===== config.mk =====
export PLATFORM = sky130hd
export DESIGN_NAME = demux_dispatch
export DESIGN_NICKNAME = d
export VERILOG_FILES = /design/src/rtl/demux_dispatch_pkg.sv /design/src/rtl/rr_pick4.sv /design/src/rtl/demux_dispatch.sv
export SDC_FILE = /design/constraint.sdc
export NUM_CORES = 1
export LEC_CHECK = 0
export CAP_MARGIN = 20
export CELL_PAD_IN_SITES_DETAIL_PLACEMENT = 0
export CELL_PAD_IN_SITES_GLOBAL_PLACEMENT = 1
export CORE_AREA = 2 2 39 41
export CTS_BUF_LIST = sky130_fd_sc_hd__clkbuf_4
export CTS_CLUSTER_DIAMETER = 80
export DETAILED_ROUTE_END_ITERATION = 10
export DIE_AREA = 0 0 41 43
export DONT_BUFFER_PORTS = 1
export GPL_TIMING_DRIVEN = 0
export PLACE_DENSITY_LB_ADDON = 0.1
export SYNTH_ARGS = -nofsm -noshare
export SYNTH_HDL_FRONTEND = slang
export SYNTH_HIERARCHICAL = 1
export SYNTH_SLANG_ARGS = --single-unit

===== constraint.sdc =====
create_clock -name clk -period 2.7 [get_ports clk]
set_input_delay 0.675 -clock clk [delete_from_list [all_inputs] [get_ports clk]]
set_output_delay 0.675 -clock clk [all_outputs]
set_load 0.01 [all_outputs]

===== src/rtl/demux_dispatch_pkg.sv =====
// rtl/demux_dispatch_pkg.sv - shared constants, state encoding and pointer helper for demux_dispatch
package demux_dispatch_pkg;

    localparam int NUM_CH = 4;
    localparam int SEL_W  = 2;

    typedef enum logic [1:0] {
        IDLE  = 2'd0,
        ARB   = 2'd1,
        BURST = 2'd2
    } state_t;

    function automatic logic [SEL_W-1:0] next_ptr(input logic [SEL_W-1:0] sel);
        return sel + 1'b1;
    endfunction

endpackage


===== src/rtl/rr_pick4.sv =====
// rtl/rr_pick4.sv - combinational 4-way round-robin picker starting at ptr
module rr_pick4 (
    input  logic [3:0] req,
    input  logic [1:0] ptr,
    output logic [1:0] grant_idx,
    output logic       any_grant
);

    // Scan offsets from farthest to nearest so the closest request to ptr wins.
    always_comb begin
        grant_idx = ptr;
        any_grant = 1'b0;
        for (int i = 3; i >= 0; i--) begin
            if (req[2'(ptr + 2'(i))]) begin
                grant_idx = 2'(ptr + 2'(i));
                any_grant = 1'b1;
            end
        end
    end

endmodule


===== src/rtl/demux_dispatch.sv =====
// rtl/demux_dispatch.sv - round-robin burst dispatcher driving a 1-to-4 demux data and select
module demux_dispatch
    import demux_dispatch_pkg::*;
#(
    parameter int DATA_W    = 1,
    parameter int BURST_LEN = 4
) (
    input  logic              clk,
    input  logic              rst_n,
    input  logic              in_valid,
    output logic              in_ready,
    input  logic [DATA_W-1:0] in_data,
    input  logic              in_last,
    input  logic [3:0]        ch_en,
    input  logic [3:0]        ch_ready,
    output logic [DATA_W-1:0] dmx_in,
    output logic [1:0]        dmx_sel,
    output logic              dmx_valid,
    output logic              burst_done
);

    localparam int               CNT_W    = $clog2(BURST_LEN) + 1;
    localparam logic [CNT_W-1:0] CNT_LAST = CNT_W'(BURST_LEN - 1);

    state_t            state;
    state_t            state_nxt;
    logic [SEL_W-1:0]  ptr;
    logic [SEL_W-1:0]  sel_q;
    logic [CNT_W-1:0]  beat_cnt;
    logic [3:0]        cand;
    logic [1:0]        win_idx;
    logic              win_any;
    logic              xfer;
    logic              burst_end;

    assign cand    = ch_en & ch_ready;
    assign dmx_in  = in_data;
    assign dmx_sel = sel_q;

    rr_pick4 u_pick (
        .req       (cand),
        .ptr       (ptr),
        .grant_idx (win_idx),
        .any_grant (win_any)
    );

    always_ff @(posedge clk) begin
        if (!rst_n) begin
            state <= IDLE;
        end else begin
            state <= state_nxt;
        end
    end

    always_comb begin
        state_nxt = state;
        case (state)
            IDLE:    if (in_valid) state_nxt = ARB;
            ARB: begin
                if (!in_valid)    state_nxt = IDLE;
                else if (win_any) state_nxt = BURST;
            end
            BURST:   if (burst_end) state_nxt = ARB;
            default: state_nxt = IDLE;
        endcase
    end

    // Handshake is gated by rst_n so a beat on the reset edge is never taken.
    always_comb begin
        in_ready   = rst_n && (state == BURST) && ch_ready[sel_q];
        dmx_valid  = in_valid && in_ready;
        xfer       = dmx_valid;
        burst_end  = xfer && ((beat_cnt == CNT_LAST) || in_last);
        burst_done = burst_end;
    end

    always_ff @(posedge clk) begin
        if (!rst_n) begin
            ptr      <= '0;
            sel_q    <= '0;
            beat_cnt <= '0;
        end else begin
            if (state == ARB && in_valid && win_any) begin
                sel_q    <= win_idx;
                beat_cnt <= '0;
            end else if (burst_end) begin
                ptr      <= next_ptr(sel_q);
                beat_cnt <= '0;
            end else if (xfer) begin
                beat_cnt <= beat_cnt + 1'b1;
            end
        end
    end

endmodule


==> flow_metrics.py <==
metrics = {
    "outcome": {
        "status": "finished clean",
    },
    "routing": {
        "routed_via_density": 5.87,
        "ant_nets": 0,
        "detail_route.wl_per_cell_um": 14.8,
        "via_count": 511,
        "drtIter0Drc": 5,
        "firstDrtPassIters": 4,
        "drc": 0,
        "totalWireLength_um": 1290,
    },
    "setup_path": {
        "crit_type": "flop to primary output",
        "cp_max_fo": 9,
        "cp_data_arrival_time_ns": 1.64,
        "crit_required_ns": 2.03,
        "worst_setup_path_end_kind": "primary output",
        "worstSetupStartpointType": "flop",
    },
    "grt": {
        "grt_use_total": 0.171,
        "antenna_found_initial": 0,
        "overflow": 0,
        "grt_pass1_wl_um": 2060,
        "grt_pass1_vias": 486,
        "grt_max_degree": 10,
    },
    "floorplanning": {
        "ios": 19,
        "core_region_area_um2": 1380,
        "start_util": 0.431,
        "die_h_um": 43,
        "die_area_um2": 1760,
        "die_w_um": 41,
        "rows": 14,
    },
    "pwr": {
        "power_mw": 0.284,
        "power.density_nw_per_um2": 439,
        "leakagePower_nw": 0.261,
        "vdd.ir_drop.worst_v": 0.000163,
    },
    "place": {
        "gp_congestion": 0.658,
        "io_buffers": 0,
        "place_area_um2": 617,
        "hpwlAfterDp_um": 977,
        "post-place-ws_ns": 0.566,
        "dp.cells": 83,
    },
    "final_layout": {
        "layoutNonFillerInstCount": 87,
        "area_delta_synth_final_pct": 8.39,
        "final_util": 0.467,
        "diodes": 0,
        "fin_area_um2": 647,
        "layout_common_cells": "9 x dfxtp_1, 5 x nor2_1",
        "final_common_cell": "dfxtp_1",
        "drive_gt1_frac": 0.183,
        "fin_nets": 87,
    },
    "logic_synthesis": {
        "synth_cells": 67,
        "synth.cell_area_um2": 597,
        "yosysTopAreaCell": "dfxtp_1",
        "yosysTopAreaCellShare": 0.302,
        "syn-num-nets": 82,
        "ys_top_cells_by_area": "dfxtp_1 30%, and2_1 4.2%, ha_1 4.2%",
        "yosys_warnings": 6,
        "avgSynthCellArea_um2": 8.91,
        "synth-seq-area-share": 0.302,
        "ys_ff_latch": 9,
        "synth_cell_types": 33,
    },
    "clocking": {
        "htreeDepth": 1,
        "clk_latency_ns": 0.25,
        "clock_sinks": 9,
        "postCtsSetupRepairBufs": 0,
        "clkTransAtPathRegs_ns": 0.06,
        "clockRootBuffer": "clkbuf_4",
        "cts-buffers-inserted": 3,
        "cts_hold_buf": 0,
        "cts_tree": "built",
        "clk_path_buf_depth": 2,
        "cts_resized": 0,
    },
    "flow_run": {
        "maxCapViolCount": 0,
    },
    "timing": {
        "fmax_mhz": 432,
        "final_max_slew_viol_count": 0,
        "setup_viol": 0,
        "worst_slew_pin_slew_ns": 0.339,
        "rsz0062_at_grt": "false",
        "finalHoldViolations": 0,
        "finalCritPeriodShare": 0.857,
        "skew_ns": 0.00139,
        "setup_ws_ns": 0.387,
        "period_needed_ns": 2.31,
        "slew_headroom": 0.774,
        "fin_hold_ws_ns": 0.495,
        "tns_ns": 0,
    },
    "min_path": {
        "hp-class": "flop to flop",
    },
}
[worst paths after layout]
kind	from	slack [ns]	end	cells after the start
setup reg to reg	dmx_sel[0]	0.96	beat_cnt[2]	3
hold / removal	beat_cnt[1]	0.50	beat_cnt[1]	2
hold reg to reg	beat_cnt[1]	0.50	beat_cnt[1]	2
setup / recovery	dmx_sel[0]	0.39	dmx_valid	2
[layout make-up]
cell class / count / area (µm²)
buffer: 2 / 11.3
clock buffer: 4 / 30.0
multi-input combinational: 52 / 390
sequential: 9 / 180
inverter: 4 / 15.0
fill: 142 / 737
tap: 16 / 20.0
[report_power, final]
part           total, mW  internal, mW  switching [mW]
Clock              0.111        0.0668          0.0444
Combinational     0.0351        0.0164          0.0188
Sequential         0.138         0.135         0.00256
Total              0.284         0.218          0.0657
[kinds of logic after synthesis]
group / Yosys count / share of synthesized area
mux: 3 / 0.0713
buf+inv: 6 / 0.0440
simple gates: 31 / 0.335
flops: 9 / 0.302
compound gates: 15 / 0.191
xor+xnor: 1 / 0.0147
fa+ha+maj: 2 / 0.0419
[cell usage after synthesis]
library cell  number
a21oi_1            2
a22o_1             1
a2bb2oi_1          1
a311oi_1           2
a31oi_1            2
and2_1             4
and2_4             2
and2b_1            1
and2b_2            2
and3b_1            2
and4b_1            1
and4b_2            1
buf_4              1
clkbuf_1           1
dfxtp_1            9
ha_1               2
inv_1              4
mux2i_1            2
mux4_2             1
nand2_1            4
nand3_1            2
nand3b_1           3
nand4_1            1
nand4b_1           1
nor2_1             5
nor3_1             1
o21a_1             1
o21ai_0            3
o221a_2            1
o22ai_1            1
o41ai_2            1
or4_1              1
xnor2_1            1
[worst max-delay path, stage by stage, from the launching register on]
cell     delay (ns)
dfxtp_1        0.50
mux4_2         0.67
and2_4         0.22
[flip-flops by register name, summed over array words and instances (netlist names)]
name / cells
dmx_sel: 2
ptr: 2
beat_cnt: 3
state: 2
[per-layer routing]
metal / global-route usage / vias to the layer above / routed length, µm
met5: 0 / - / 0
met2: 0.241 / 11 / 586
li1: - / 259 / -
met1: 0.235 / 239 / 634
met3: 0.0157 / 2 / 49
met4: 0.120 / 0 / 14
(Power assumes the default switching activity.)
